`src/rtl/calc_op_sequencer.sv`:
```
// Operand/opcode entry sequencer for the registered calculator ALU; captures and holds the result.
// Optional feature: define CALC_SEQ_CHAIN_EN to let a chained load reuse the held result as operand A.
module calc_op_sequencer #(
  parameter int W       = 4,
  parameter int ALU_LAT = 1
) (
  input  logic         clk,
  input  logic         rst_n,
  input  logic         ena,
  input  logic         load,
  input  logic         chain,
  input  logic [W-1:0] data_in,
  input  logic [1:0]   op_in,
  output logic [W-1:0] alu_a,
  output logic [W-1:0] alu_b,
  output logic [1:0]   alu_op,
  input  logic [W-1:0] alu_result,
  output logic [W-1:0] result,
  output logic         result_valid,
  output logic         busy,
  output logic [2:0]   state
);

  localparam int unsigned CW = $clog2(ALU_LAT + 1);

  localparam logic [2:0] S_A    = 3'd0;
  localparam logic [2:0] S_B    = 3'd1;
  localparam logic [2:0] S_OP   = 3'd2;
  localparam logic [2:0] S_WAIT = 3'd3;
  localparam logic [2:0] S_SHOW = 3'd4;

  logic [2:0]    state_q,  state_d;
  logic [W-1:0]  alu_a_q,  alu_a_d;
  logic [W-1:0]  alu_b_q,  alu_b_d;
  logic [1:0]    alu_op_q, alu_op_d;
  logic [W-1:0]  result_q, result_d;
  logic [CW-1:0] cnt_q,    cnt_d;
  logic          load_q,   load_d;
  logic          ld_edge;

`ifndef CALC_SEQ_CHAIN_EN
  logic unused_chain;
  assign unused_chain = chain;
`endif

  assign ld_edge = load & ~load_q;

  always_comb begin
    state_d  = state_q;
    alu_a_d  = alu_a_q;
    alu_b_d  = alu_b_q;
    alu_op_d = alu_op_q;
    result_d = result_q;
    cnt_d    = cnt_q;
    load_d   = load_q;
    if (ena) begin
      load_d = load;
      case (state_q)
        S_A: if (ld_edge) begin
          alu_a_d = data_in;
          state_d = S_B;
        end
        S_B: if (ld_edge) begin
          alu_b_d = data_in;
          state_d = S_OP;
        end
        S_OP: if (ld_edge) begin
          alu_op_d = op_in;
          cnt_d    = CW'(ALU_LAT);
          state_d  = S_WAIT;
        end
        // Key presses here are dropped; the counter alone paces the capture.
        S_WAIT: begin
          if (cnt_q != '0) begin
            cnt_d = cnt_q - CW'(1);
          end else begin
            result_d = alu_result;
            state_d  = S_SHOW;
          end
        end
        S_SHOW: if (ld_edge) begin
`ifdef CALC_SEQ_CHAIN_EN
          alu_a_d = chain ? result_q : data_in;
`else
          alu_a_d = data_in;
`endif
          state_d = S_B;
        end
        default: state_d = S_A;
      endcase
    end
  end

  always_ff @(posedge clk) begin
    if (!rst_n) begin
      state_q  <= S_A;
      alu_a_q  <= '0;
      alu_b_q  <= '0;
      alu_op_q <= '0;
      result_q <= '0;
      cnt_q    <= '0;
      load_q   <= 1'b0;
    end else begin
      state_q  <= state_d;
      alu_a_q  <= alu_a_d;
      alu_b_q  <= alu_b_d;
      alu_op_q <= alu_op_d;
      result_q <= result_d;
      cnt_q    <= cnt_d;
      load_q   <= load_d;
    end
  end

  assign alu_a        = alu_a_q;
  assign alu_b        = alu_b_q;
  assign alu_op       = alu_op_q;
  assign result       = result_q;
  assign result_valid = (state_q == S_SHOW);
  assign busy         = (state_q == S_WAIT);
  assign state        = state_q;

endmodule

```
`config.mk`:
```
export PLATFORM = sky130hd
export DESIGN_NAME = calc_op_sequencer
export DESIGN_NICKNAME = d
export VERILOG_FILES = /design/src/rtl/calc_op_sequencer.sv
export SDC_FILE = /design/constraint.sdc
export NUM_CORES = 1
export LEC_CHECK = 0
export ABC_AREA = 1
export CORE_UTILIZATION = 40
export CTS_BUF_LIST = sky130_fd_sc_hd__clkbuf_4
export DETAILED_ROUTE_END_ITERATION = 6
export GPL_TIMING_DRIVEN = 0
export PLACE_DENSITY = 0.8
export SYNTH_ARGS = -nofsm -noshare
export SYNTH_HDL_FRONTEND = slang
export SYNTH_SLANG_ARGS = --single-unit
```
`constraint.sdc`:
```
create_clock -name clk -period 1.7 [get_ports clk]
set_clock_uncertainty 0.15 [all_clocks]
set_input_delay 0.255 -clock clk [delete_from_list [all_inputs] [get_ports clk]]
set_output_delay 0.255 -clock clk [all_outputs]
set_load 0.05 [all_outputs]
```
==> results.py, run 1 <==
metrics = {
    "cells_and_area": {
        "drive_above_1_share_pct": 10.5,
        "final_core_util_pct": 63.9,
        "fill_cells": 170,
        "multiInputGateArea_sq_um": 342,
        "fin_nets": 159,
        "syn_to_final_growth_pct": 47.5,
        "register_area_sq_um": 384,
        "antennaDiodeCount": 0,
    },
    "pwr": {
        "leakage_nw": 0.527,
        "p_sw_uw": 243,
        "ir_drop_v": 0.000533,
        "clkPwrFrac_pct": 27.0,
        "power_frac_seq_pct": 55.6,
        "p_int_uw": 602,
        "power_frac_comb_pct": 17.4,
        "power_uw": 845,
        "swShare_pct": 28.8,
        "p_per_area_nw_per_um2": 750,
    },
    "cts": {
        "cts_tree": "yes",
        "cts_setup_buffers": 0,
        "cts.htree.levels": 1,
        "clockRootBuffer": "clkbuf_4",
        "path_clk_slew_ps": 110,
        "hold_buffers": 0,
        "clockBufferDepth": 2,
        "clk_latency_ps": 290,
        "clock-sinks": 19,
        "numCtsBuffers": 3,
    },
    "sta": {
        "min_period_ps": 1650,
        "post-route-period-util_pct": 97.2,
        "whs_ps": 319,
        "maxSlewHeadroom_pct": 65.7,
        "setup_slack_ps": 47.9,
        "max_freq_mhz": 605,
        "setup-violations-final": 0,
        "rsz0062_at_grt": "yes",
        "worst_pin_slew_ps": 517,
        "hold_viol": 0,
        "report.final.slew_viol_count": 0,
    },
    "setup_path": {
        "cp_data_arrival_time_ps": 1250,
        "crit_type": "reg2out",
        "start_kind": "register",
        "crit_required_ps": 1290,
        "reg2reg_depth": 6,
        "rrSetupSlack_ps": 330,
        "rr_endpoint": "alu_b[0]$_SDFFE_PN0P_",
        "critical_path.max_stage_delay_ps": 540,
        "rr_startpoint": "state[2]$_SDFFE_PN0P_",
        "crit_path_start": "state[0]$_SDFFE_PN0P_",
        "crit_cells": 1,
        "path_max_fanout": 7,
        "cp_cell_sequence": "dlygate4sd2_1",
        "critical_path.slowest_cell": "dlygate4sd2_1",
        "end_kind": "output port",
        "cp_top_family": "buffers and inverters",
        "cp-endpoint": "state[0]",
        "crit_buf_inv": 1,
    },
    "job": {
        "maxCapViolCount": 0,
    },
    "place": {
        "place_hpwl_mm": 1.36,
        "place_ws_ps": -176,
        "place_congestion": 0.870,
        "portBuffers": 32,
    },
    "global_route": {
        "overflow": 0,
        "grt_pass1_wl_mm": 2.88,
        "grt_start_max_net_pins": 12,
        "antenna_found_initial": 0,
        "track_usage_pct": 19.5,
        "grt_pass1_vias": 725,
    },
    "die": {
        "start_util_pct": 43.3,
        "core_region_area_sq_um": 1760,
        "die-area_sq_um": 2090,
        "rows": 15,
        "die_h_um": 45.7,
        "die_w_um": 45.7,
        "pin_count": 34,
    },
    "route": {
        "first_pass_iters": 4,
        "ant_nets": 0,
        "wl_mm": 1.74,
        "post_drt_wl_per_cell_um": 10.3,
        "viasPerCell": 4.74,
        "dr_total_vias": 797,
        "drtIter0Drc": 10,
        "drc": 0,
    },
    "synthesis": {
        "synth.ff_latch_count": 19,
        "yosysWarnings": 0,
        "yosysUniqueCellTypes": 13,
        "synth.area.top_cells": "dfxtp_1, nor2_1, nand2_1, o21ai_0, a21oi_1",
        "ys_seq_area_share_pct": 49.8,
        "syn-cell-area_sq_um": 764,
        "synth_common_cells": "nor2_1, dfxtp_1, nand2_1, inv_1, o21ai_0",
        "synth_fp_nets": 122,
        "synth_top_cell_by_area": "dfxtp_1",
        "synth.top_cell.area_share_pct": 49.8,
        "yosysMostFrequentCell": "nor2_1",
        "syn_inst": 107,
        "avgSynthCellArea_sq_um": 7.14,
        "ys_async_sr_fraction_pct": 0,
        "synth_edf_count": 0,
        "ys.flop_type": "dfxtp_1",
    },
    "min_path": {
        "hp-class": "reg2reg",
    },
    "status": {
        "outcome": "finished, final reports clean",
    },
}
-- cell families (layout without fill, tap and decap cells) --
| logic type | count (synthesis) | in the layout | synth area share, % |
|---|---|---|---|
| compound gates | 20 | 20 | 13.1 |
| buf+inv | 12 | 48 | 5.89 |
| flops | 19 | 19 | 49.8 |
| simple gates | 56 | 56 | 31.3 |
-- power by group through the flow --
stage	logic (mW)	clock network, mW	registers, mW
2_1_floorplan	0.0437	0	0.524
3_3_place_gp	0.154	0	0.480
3_5_place_dp	0.156	0	0.481
4_1_cts	0.147	0.236	0.470
5_1_grt	0.160	0.249	0.473
6_report	0.147	0.228	0.470
-- layout by cell type, fill, tap and decap left out, drive strengths merged --
cell           Yosys  layout
nand2             18      18
clkinv             0       1
nand3b             1       1
o21ai             11      11
clkbuf             1       4
clkdlybuf4s15      0       2
nand4              1       1
a21oi              9       9
nand3              6       6
inv               11      11
dfxtp             19      19
clkdlybuf4s50      0      13
nor2              30      30
dlygate4sd2        0      15
buf                0       2
-- routing by layer --
layer	vias up	track usage, %	wire length, um
met5	-	0	0
met3	2	2.38	63
li1	414	-	-
met4	0	12.4	21
met2	15	32.3	843
met1	366	23.7	809
-- metrics by stage --
step / setup TNS (ps) / cell area [sq um] / std cells
final: 0 / 1130 / 168
after global routing: -0.833 / 1130 / 168
after CTS: 0 / 1120 / 168
after detailed placement: -522 / 1120 / 164
after floorplan: -40.7 / 769 / 107
after global placement: -426 / 1120 / 164
-- layout make-up --
class	count	area share (%)
plain buffers	1	0.333
repair buffers	32	26.4
clock buffers	3	2.00
inverters	11	3.66
flip-flops and latches	19	34.1
clock inverters	1	0.444
well taps	25	2.77
multi-input cells	76	30.3
-- flip-flops by register name, indices dropped and copies added (netlist names) --
signal  count
alu_a       4
alu_b       4
alu_op      2
cnt_q       1
load_q      1
result      4
state       3
-- repair_timing --
| item | in CTS | in global routing |
|---|---|---|
| resized for setup | 29 | 6 |
| setup endpoints to repair | 19 | 4 |
| pin swaps | 0 | 0 |
-- worst min-delay path by stage --
stage                           start                endpoint  slack (ps)  cells past startpoint
6_report       result[3]$_SDFFE_PN0P_  result[3]$_SDFFE_PN0P_         320                      2
4_1_cts        result[3]$_SDFFE_PN0P_  result[3]$_SDFFE_PN0P_         320                      2
2_1_floorplan                     ena      cnt_q$_SDFFE_PN0P_         190                      1
5_1_grt        result[1]$_SDFFE_PN0P_  result[1]$_SDFFE_PN0P_         340                      2
3_3_place_gp   result[3]$_SDFFE_PN0P_  result[3]$_SDFFE_PN0P_         300                      2
3_5_place_dp   result[3]$_SDFFE_PN0P_  result[3]$_SDFFE_PN0P_         310                      2
-- tightest hold or removal path: cells and delay by family (launching register included) --
kind / cells / cell delay, ps
AOI/OAI and AO/OA: 1 / 50
DFF: 1 / 320
and+or+nand+nor: 1 / 60
Note: power is estimated with default switching activity, not from simulation.
==> inputs of run 2 (changes only) <==
CORE_UTILIZATION = 42   (was 40)
PLACE_DENSITY = 0.83   (was 0.8)
REMOVE_ABC_BUFFERS = 1   (was default)
==> results.py, run 2 (synthesized netlist as in run 1, its figures left out) <==
metrics = {
    "global_route": {
        "grt_pass1_vias": 708,
        "track_usage_pct": 21.0,
        "overflow": 0,
        "grt_start_max_net_pins": 13,
        "antenna_found_initial": 0,
        "grt_pass1_wl_mm": 3.00,
    },
    "job": {
        "maxCapViolCount": 0,
    },
    "route": {
        "viasPerCell": 4.74,
        "wl_mm": 1.80,
        "ant_nets": 0,
        "drtIter0Drc": 19,
        "dr_total_vias": 791,
        "post_drt_wl_per_cell_um": 10.8,
        "drc": 0,
        "first_pass_iters": 4,
    },
    "pwr": {
        "power_frac_comb_pct": 17.2,
        "swShare_pct": 27.3,
        "p_per_area_nw_per_um2": 764,
        "clkPwrFrac_pct": 27.7,
        "power_frac_seq_pct": 55.0,
        "p_int_uw": 621,
        "p_sw_uw": 233,
        "leakage_nw": 0.523,
        "ir_drop_v": 0.000519,
    },
    "cells_and_area": {
        "syn_to_final_growth_pct": 46.3,
        "layout_common_cells": "nor2_1, nand2_1, dfxtp_1",
        "fin_cells": 167,
        "fin_nets": 158,
        "final_common_cell": "nor2_1",
        "drive_above_1_share_pct": 9.86,
        "antennaDiodeCount": 0,
        "design_area_sq_um": 1120,
    },
    "die": {
        "die-area_sq_um": 1990,
        "die_w_um": 44.7,
        "rows": 15,
        "pin_count": 34,
        "start_util_pct": 44.8,
        "die_h_um": 44.7,
        "core_region_area_sq_um": 1710,
    },
    "setup_path": {
        "critical_path.slowest_cell": "dfxtp_1",
        "start_kind": "register",
        "rr_startpoint": "state[2]$_SDFFE_PN0P_",
        "crit_required_ps": 1290,
        "critical_path.max_stage_delay_ps": 470,
        "rr_endpoint": "alu_b[1]$_SDFFE_PN0P_",
        "reg2reg_depth": 6,
        "path_max_fanout": 5,
        "cp_cell_sequence": "inv_1 -> nor2_1 -> clkbuf_4",
        "crit_type": "reg2out",
        "rrSetupSlack_ps": 320,
        "end_kind": "output port",
        "cp_data_arrival_time_ps": 1220,
    },
    "sta": {
        "post-route-period-util_pct": 95.8,
        "max_freq_mhz": 614,
        "whs_ps": 319,
        "report.final.slew_viol_count": 0,
        "maxSlewHeadroom_pct": 66.4,
        "hold_viol": 0,
        "rsz0062_at_grt": "no",
        "setup_slack_ps": 71.0,
        "setup-violations-final": 0,
        "setup_tns_ps": 0,
        "worst_pin_slew_ps": 506,
        "min_period_ps": 1630,
    },
    "place": {
        "place_congestion": 0.882,
        "portBuffers": 32,
        "place_area_sq_um": 1110,
        "dpl.cell_count": 163,
        "place_hpwl_mm": 1.44,
        "place_ws_ps": -270,
    },
    "cts": {
        "cts_tree": "yes",
        "cts_setup_buffers": 0,
        "clockBufferDepth": 2,
        "numCtsBuffers": 3,
        "clk_latency_ps": 290,
        "cts.htree.levels": 1,
        "clockRootBuffer": "clkbuf_4",
        "clock-sinks": 19,
        "path_clk_slew_ps": 100,
    },
    "min_path": {
        "min_to": "result[3]$_SDFFE_PN0P_",
        "hold_path_depth": 2,
        "hp-start": "result[3]$_SDFFE_PN0P_",
        "hp-class": "reg2reg",
    },
    "status": {
        "outcome": "finished, final reports clean",
    },
}
[run 2: cell count changes in the layout (fill, tap and decap cells not counted), sizes merged]
cell | before | now
clkbuf | 4 | 6
buf | 2 | 1
dlygate4sd2 | 15 | 14
clkinv | 1 | 0
[run 2: power by group through the flow]
stage	logic, mW	clock network (mW)	registers (mW)
2_1_floorplan	0.0412	0	0.524
3_3_place_gp	0.153	0	0.479
5_1_grt	0.161	0.259	0.472
4_1_cts	0.148	0.242	0.470
3_5_place_dp	0.156	0	0.480
6_report	0.147	0.237	0.470
[run 2: worst max path at each step]
stage	startpoint	endpoint	slack, ps	cells after the start
global placement	state[1]$_SDFFE_PN0P_	busy	-240	3
detailed placement	state[1]$_SDFFE_PN0P_	busy	-270	3
CTS	state[1]$_SDFFE_PN0P_	busy	6	3
global route	state[0]$_SDFFE_PN0P_	result_valid	6	4
floorplan	state[2]$_SDFFE_PN0P_	result_valid	-240	2
finish	state[2]$_SDFFE_PN0P_	result_valid	70	3
[run 2: final cells by class]
cell class / instances / area (sq um)
clock buffers: 4 / 30.0
fillers: 166 / 589
inverters: 11 / 41.3
multi-input cells: 76 / 339
flip-flops and latches: 19 / 383
well taps: 25 / 31.3
repair buffers: 32 / 294
[run 2: timing repair]
action | CTS | global route
endpoints found under the hold margin | 0 | 0
hold buffers | 0 | 0
setup endpoints to repair | 19 | 4
resized for setup | 32 | 4
[run 2: through the flow]
| stage | power, mW | util, % |
|---|---|---|
| floorplan | 0.565 | - |
| CTS | 0.860 | 65.5 |
| global placement | 0.632 | 65.1 |
| global route | 0.892 | 65.5 |
| finish | 0.855 | 65.5 |
| detailed placement | 0.636 | 65.1 |
[run 2: layer usage]
layer	up-vias	GRT usage [%]	routed length (um)
li1	413	-	-
met1	353	26.3	763
met2	21	35.0	918
met3	4	4.08	87
met4	0	9.09	35
met5	-	0	0
[run 2: critical path: cells and delay by family, from the launching register on]
family	cells	cell delay, ps
flops	1	470
buf+inv	2	350
simple gates	1	110
==> inputs of run 3 (changes only) <==
CAP_MARGIN = 5   (was default)
SETUP_SLACK_MARGIN = 0.02   (was default)
==> results.py, run 3 (synthesized netlist as in run 1, its figures left out) <==
metrics = {
    "sta": {
        "min_period_ps": 1600,
        "hold_viol": 0,
        "setup-violations-final": 0,
        "rsz0062_at_grt": "no",
        "maxSlewHeadroom_pct": 66.4,
        "max_freq_mhz": 624,
        "post-route-period-util_pct": 94.3,
        "setup_slack_ps": 96.7,
        "setup_tns_ps": 0,
        "worst_pin_slew_ps": 506,
        "report.final.slew_viol_count": 0,
    },
    "cts": {
        "clock-sinks": 19,
        "clockRootBuffer": "clkbuf_4",
        "cts_setup_buffers": 0,
        "cts.htree.levels": 1,
        "hold_buffers": 0,
        "cts_resized": 37,
        "clk_latency_ps": 290,
        "path_clk_slew_ps": 100,
        "clockBufferDepth": 2,
        "numCtsBuffers": 3,
        "cts_tree": "yes",
    },
    "setup_path": {
        "start_kind": "register",
        "crit_type": "reg2out",
        "path_max_fanout": 5,
        "end_kind": "output port",
        "cp_data_arrival_time_ps": 1200,
        "critical_path.slowest_cell": "dfxtp_1",
        "cp_cell_sequence": "inv_1 -> nor2_1 -> buf_4",
        "critical_path.max_stage_delay_ps": 470,
        "crit_buf_inv": 2,
        "crit_required_ps": 1290,
        "cp_top_family": "flip-flops",
    },
    "die": {
        "die_w_um": 44.7,
        "pin_count": 34,
        "rows": 15,
        "die-area_sq_um": 1990,
        "core_region_area_sq_um": 1710,
        "die_h_um": 44.7,
        "start_util_pct": 44.8,
    },
    "place": {
        "place_congestion": 0.882,
        "place_ws_ps": -270,
        "portBuffers": 32,
        "place_hpwl_mm": 1.44,
    },
    "route": {
        "first_pass_iters": 4,
        "wl_mm": 1.81,
        "post_drt_wl_per_cell_um": 10.8,
        "drtIter0Drc": 19,
        "viasPerCell": 4.74,
        "ant_nets": 0,
        "drc": 0,
        "dr_total_vias": 791,
    },
    "pwr": {
        "p_int_uw": 622,
        "ir_drop_v": 0.000519,
        "p_per_area_nw_per_um2": 759,
        "clkPwrFrac_pct": 27.7,
        "power_frac_comb_pct": 17.3,
        "power_frac_seq_pct": 55.0,
        "leakage_nw": 0.522,
        "p_sw_uw": 233,
        "swShare_pct": 27.3,
    },
    "global_route": {
        "overflow": 0,
        "track_usage_pct": 21.0,
        "grt_pass1_vias": 708,
        "antenna_found_initial": 0,
        "grt_pass1_wl_mm": 3.00,
        "grt_start_max_net_pins": 13,
    },
    "cells_and_area": {
        "syn_to_final_growth_pct": 47.3,
        "drive_above_1_share_pct": 10.6,
        "antennaDiodeCount": 0,
        "layout_common_cells": "nor2_1, nand2_1, dfxtp_1",
        "fin_nets": 158,
        "final_common_cell": "nor2_1",
    },
    "status": {
        "outcome": "finished, final reports clean",
    },
    "job": {
        "maxCapViolCount": 0,
    },
    "min_path": {
        "hp-class": "reg2reg",
    },
}
## run 3: per-layer routing
metal	part of all wire, %	global-route usage, %	vias to the layer above	wire length [um]
met5	0	0	-	0
met4	1.9	9.09	0	35
met3	4.9	4.08	4	89
met2	51	35.0	21	919
met1	42	26.3	353	760
li1	-	-	413	-
## run 3: per-stage QoR
| stage | std cells | hold slack, ps | instance area (sq um) | total power [mW] | util, % |
|---|---|---|---|---|---|
| final | 167 | 319 | 1130 | 0.855 | 65.9 |
| after global routing | 167 | 355 | 1130 | 0.892 | 65.9 |
| after CTS | 167 | 324 | 1130 | 0.861 | 65.9 |
| after detailed placement | 163 | 310 | 1110 | 0.636 | 65.1 |
| after global placement | 163 | 299 | 1110 | 0.632 | 65.1 |
| after floorplan | 106 | 194 | 761 | 0.565 | - |
## run 3: final cells by class
class	count	area (sq um)
well taps	25	31.3
flip-flops and latches	19	383
inverters	11	41.3
clock buffers	4	30.0
multi-input cells	76	339
fillers	166	582
repair buffers	32	302
## run 3: tightest hold or removal path, cell delays in order (launching register included)
cell and delay [ps]:
dfxtp_1 320, nand2_1 60, a21oi_1 50
## run 3: power by group through the flow
stage / combinational [mW] / clock (mW) / sequential [mW]
3_3_place_gp: 0.153 / 0 / 0.479
2_1_floorplan: 0.0412 / 0 / 0.524
5_1_grt: 0.161 / 0.259 / 0.472
6_report: 0.148 / 0.237 / 0.470
4_1_cts: 0.149 / 0.242 / 0.470
3_5_place_dp: 0.156 / 0 / 0.480
## run 3: path summary, 6_finish.rpt
path | from | to | slack (ps) | depth (start not counted)
max | state[2]$_SDFFE_PN0P_ | result_valid | 100 | 3
min | result[3]$_SDFFE_PN0P_ | result[3]$_SDFFE_PN0P_ | 320 | 2
max reg2reg | state[2]$_SDFFE_PN0P_ | alu_b[1]$_SDFFE_PN0P_ | 320 | 6
min reg2reg | result[3]$_SDFFE_PN0P_ | result[3]$_SDFFE_PN0P_ | 320 | 2
==> edit 1 (config.mk and constraints of run 3) <==
The parameter `W` goes from 4 to 5.
--- a/src/rtl/calc_op_sequencer.sv
+++ b/src/rtl/calc_op_sequencer.sv
@@ -1,7 +1,7 @@
 // Operand/opcode entry sequencer for the registered calculator ALU; captures and holds the result.
 // Optional feature: define CALC_SEQ_CHAIN_EN to let a chained load reuse the held result as operand A.
 module calc_op_sequencer #(
-  parameter int W       = 4,
+  parameter int W       = 5,
   parameter int ALU_LAT = 1
 ) (
   input  logic         clk,
Interface: changed (5 resized); port bits go from 34 to 39. No check against the original RTL was run, so the function may have changed too.
==> edit 1 against run 3 <==
Total power grew 30%; wire length grew 16%; first-iteration DRC count decreased by 32%; die area increased by 14%; hold slack better by 0.0033 ns; sequential share of layout area is 0.48 points lower; register-to-register slack worse by 0.05 ns; setup slack worse by 0.016 ns; utilization is 1.4 points higher; design area rose by 17%; sequential cell count increased by 3; count of clock-buffer cells in the layout down 1; area after synthesis is 14% higher.
==> edit 1: results (changes against run 3) <==
Critical path
  • CP Max Fanout: 7 (+2)
  • Worst path slowest cell: dfxtp_2
  • Crit-path max cell delay: 0.40 ns (-0.07 ns)

Placement
  • Hpwl dp: 1610 um (+12%)
  • Placed instance area: 0.00127 mm^2 (+15%)
  • PortBufs: 37 (+16%)

GRT
  • Tot GR Track Use: 20.3% (-0.72 points)
  • Global-route wire length before repair: 3240 um (+8.1%)
  • Vias in the first global route: 793 (+12%)
  • Largest net degree at the start of global routing: 15 (+2)

Timing
  • Slew @ Worst Pin: 0.515 ns (+0.00956 ns)

Routing
  • Drt wl/cell: 11.1 um (+2.8%)
  • Via-per-instance ratio: 4.84 (+2.1%)

Final layout
  • Total Nets Final: 180 (+14%)
  • Fin cells: 189 (+13%)
  • Share of cells above drive strength 1: 13.6% (+3.0 points)
  • FILL cells: 196 (+18%)

Pwr
  • Worst VDD drop: 0.619 mV (+19%)
  • Comb group: 173 uW (+17%)
  • Clock power share: 35.4% (+7.7 points)
  • Pint: 834 uW (+34%)
  • Pwr/cell area: 840 mW/mm^2 (+11%)

Synthesis
  • Synth top area cells: dfxtp_1, nor2_1, o21ai_0
  • Synth Instances: 120 (+12%)
  • Post-synthesis sequential area ratio: 50.4% (+0.68 points)

Run status
  • Status: finished, final reports clean

Clock network
  • CTS clock-pin slew for the worst setup and hold paths: 0.12 ns (+0.02 ns)
[edit 1: cell type report]
type / instances / share of cell area [%]
inverters: 13 / 3.69
repair buffers: 39 / 27.3
clock buffers: 3 / 1.70
clock inverters: 1 / 2.27
well taps: 27 / 2.56
flip-flops and latches: 22 / 33.5
multi-input cells: 84 / 29.0
[edit 1: worst paths after layout]
kind	depth (start not counted)	slack [ns]	to	startpoint
hold reg to reg	2	0.32	result[2]	result[2]
setup / recovery	3	0.08	busy	state[0]
hold / removal	2	0.32	result[2]	result[2]
setup reg to reg	6	0.27	alu_b[4]	state[2]
[edit 1: metrics by stage]
step                      setup WS [ns]  hold slack, ns  util [%]
final                            0.0806           0.322      67.3
after global routing           -0.00493           0.340      67.3
after global placement           -0.380           0.299      64.9
after detailed placement         -0.417           0.308      64.9
after floorplan                  -0.305           0.194         -
after CTS                        -0.133           0.322      66.3
[edit 1: metal layers]
metal / part of all wire, % / GRT usage, % / vias to the layer above
met5: 0 / 0 / -
met4: 1.1 / 7.22 / 0
met3: 6.2 / 4.91 / 4
met2: 48 / 36.2 / 27
met1: 45 / 23.6 / 412
li1: - / - / 471
[edit 1: tightest hold or removal path: stages, from the launching register on]
cell	delay (ns)
dfxtp_1	0.33
nand2_1	0.06
a21oi_1	0.05
[edit 1: kinds of logic (layout without fill, tap and decap cells)]
family,after synthesis,after routing,synth area share (%)
AND/OR/NAND/NOR,61,61,29.9
buffers and inverters,14,56,6.02
AO/OA/AOI/OAI,23,23,13.6
flip-flops,22,22,50.4
[edit 1: what timing repair did]
item / in CTS / in global routing
pin swaps: 0 / 1
gates cloned: 0 / 0
endpoints found under the setup margin: 22 / 3
hold buffers: 0 / 0
resized for setup: 36 / 6
hold endpoints to repair: 0 / 0
setup buffers: 0 / 2
==> edit 2 (flow settings as in run 3) <==
Without the edit above. Add an input register stage for `load`, without a reset; this delays it by one clock. The other inputs are not delayed to match.
--- a/src/rtl/calc_op_sequencer.sv
+++ b/src/rtl/calc_op_sequencer.sv
@@ -29,6 +29,12 @@
   localparam logic [2:0] S_WAIT = 3'd3;
   localparam logic [2:0] S_SHOW = 3'd4;
 
+  logic load_r;
+
+  always_ff @(posedge clk) begin
+    load_r <= load;
+  end
+
   logic [2:0]    state_q,  state_d;
   logic [W-1:0]  alu_a_q,  alu_a_d;
   logic [W-1:0]  alu_b_q,  alu_b_d;
@@ -43,7 +49,7 @@
   assign unused_chain = chain;
 `endif
 
-  assign ld_edge = load & ~load_q;
+  assign ld_edge = load_r & ~load_q;
 
   always_comb begin
     state_d  = state_q;
@@ -54,7 +60,7 @@
     cnt_d    = cnt_q;
     load_d   = load_q;
     if (ena) begin
-      load_d = load;
+      load_d = load_r;
       case (state_q)
         S_A: if (ld_edge) begin
           alu_a_d = data_in;
Formal check against the unedited RTL: not equivalent (Yosys sat finds a counterexample within 4 cycles, from zero or initial values and one cycle with rst_n low).
==> edit 2 against run 3 <==
Critical path depth increased by 1; hold slack got worse by 0.076 ns; wire length decreased by 6.2%; utilization increased by 0.73 points; total power increased by 19%; area after synthesis increased by 2.6%; design area increased by 3.3%; synthesized cell count increased by 0.93%; critical endpoint unchanged; sequential power increased by 5.5%; sequential share of layout area increased by 0.73 points; die area increased by 2.5%; setup slack improved by 0.0054 ns; sequential cell count increased by 1.
==> edit 2: results (changes against run 3) <==
Run status
  • Status: finished, final reports clean

Routing
  • Met1 WL: 763 um (+0.39%)
  • DRT Pass-1 Iters: 4 (unchanged)
  • Drt initial violations: 18 (-1)
  • Drt wl/cell: 10.1 um (-6.8%)
  • Met2 wire length: 824 um (-10%)
  • DR top layer: met4
  • WL met3: 94 um (+5.6%)
  • Via-per-instance ratio: 4.80 (+1.3%)

Clock network
  • Clock Tree Buf Depth: 2 (unchanged)
  • CTS clock-pin slew for the worst setup and hold paths: 0.11 ns
  • Clock Latency Late Sink: 0.29 ns (about the same)
  • CTS Root Cell: clkbuf_4
  • Cts repair resizes: 34 (-8.1%)
  • Post-CTS setup buffer count: 0 (unchanged)

Critical path
  • Worst R2R Start: state[2]
  • Reg2reg end: alu_b[3]
  • Critical Path Source: state[0]
  • CP Max Fanout: 7 (+2)
  • Flop2flop setup slack: 0.36 ns (+0.04 ns)
  • Worst R2R Path Depth: 6 (unchanged)

Placement
  • Hpwl dp: 1330 um (-8.0%)
  • PortBufs: 32 (unchanged)
  • Placed instance area: 0.00113 mm^2 (+1.8%)
  • DP Worst Slack: -0.249 ns (+0.0217 ns)
  • GP Congestion: 0.858 (-2.7%)

Worst hold path
  • Worst hold stages: 1 (-1)
  • Worst Hold Endpoint: load_r
  • Hold_sp: load
  • HP Class: in -> reg

Final layout
  • Share of cells above drive strength 1: 11.2% (+0.63 points)
  • Total Nets Final: 159 (+0.63%)
  • FILL cells: 151 (-9.0%)
  • Diodes inserted: 0 (unchanged)

Pwr
  • Worst VDD drop: 0.674 mV (+30%)
  • Leak pwr: 0.000542 uW (+3.7%)

Floorplan
  • Die Wd: 45.2 um (+1.2%)

Timing
  • Hold slack: 0.243 ns (-0.0761 ns)
  • Max_slew headroom: 67.0% (+0.60 points)
  • Tcrit/Tclk final: 94.0% (-0.32 points)

Synthesis
  • Synth cell count leaders: nor2_1, dfxtp_1, nand2_1
  • Post-synthesis sequential area ratio: 51.0% (+1.3 points)
  • Synth warn: 0 (unchanged)
  • Ys async rst share: 0% (unchanged)
  • Post-synth EDFFs: 0 (unchanged)
  • Synth top area cells: dfxtp_1, nor2_1, nand2_1

GRT
  • Largest net degree at the start of global routing: 13 (unchanged)
  • Tot GR Track Use: 18.2% (-2.8 points)
  • Vias in the first global route: 693 (-2.1%)
  • Global-route wire length before repair: 2750 um (-8.5%)
  • Initial antenna violation count: 0 (unchanged)
edit 2: cell count changes after synthesis:
| cell | before | now |
|---|---|---|
| dfxtp_1 | 19 | 20 |
edit 2: critical path: stages, from the launching register on:
cell	delay, ns
dfxtp_2	0.37
nor2_1	0.15
inv_1	0.09
nor2_1	0.10
buf_4	0.20
edit 2: power breakdown:
part	leakage (uW)	switching (uW)	internal (uW)	total, uW
clock network	0.0000279	139	238	377
logic	0.000350	92.4	54.1	146
registers	0.000164	10.9	485	496
total	0.000542	242	777	1020
edit 2: how the worst max path moves through the flow:
stage / end / depth (start not counted)
after global placement: busy / 3
after global routing: result_valid / 4
final: result_valid / 4
after detailed placement: busy / 3
after floorplan: result_valid / 2
after CTS: state[1] / 1
edit 2: through the flow:
| stage | setup TNS, ns | utilization (%) | instances |
|---|---|---|---|
| after global placement | -0.541 | 64.9 | 164 |
| final | 0 | 66.7 | 168 |
| after floorplan | -0.819 | - | 107 |
| after detailed placement | -1.15 | 64.9 | 164 |
| after global routing | 0 | 66.7 | 168 |
| after CTS | 0 | 66.7 | 168 |
edit 2: cell families after synthesis:
logic type,after synthesis,share of synthesized area [%]
AOI/OAI and AO/OA,20,12.8
DFF,20,51.0
and+or+nand+nor,56,30.5
buffers and inverters,12,5.74
edit 2: area by class of cell:
class | instances | share of cell area (%)
clock buffer | 3 | 1.94
clock inverter | 1 | 2.58
inverter | 11 | 3.55
multi-input combinational | 76 | 29.1
sequential | 20 | 34.7
tap | 25 | 2.69
timing repair buffer | 32 | 25.4
edit 2: layer usage:
metal	GRT usage [%]	vias up
li1	-	416
met1	22.9	369
met2	30.7	19
met3	3.20	2
met4	7.27	0
met5	0	-
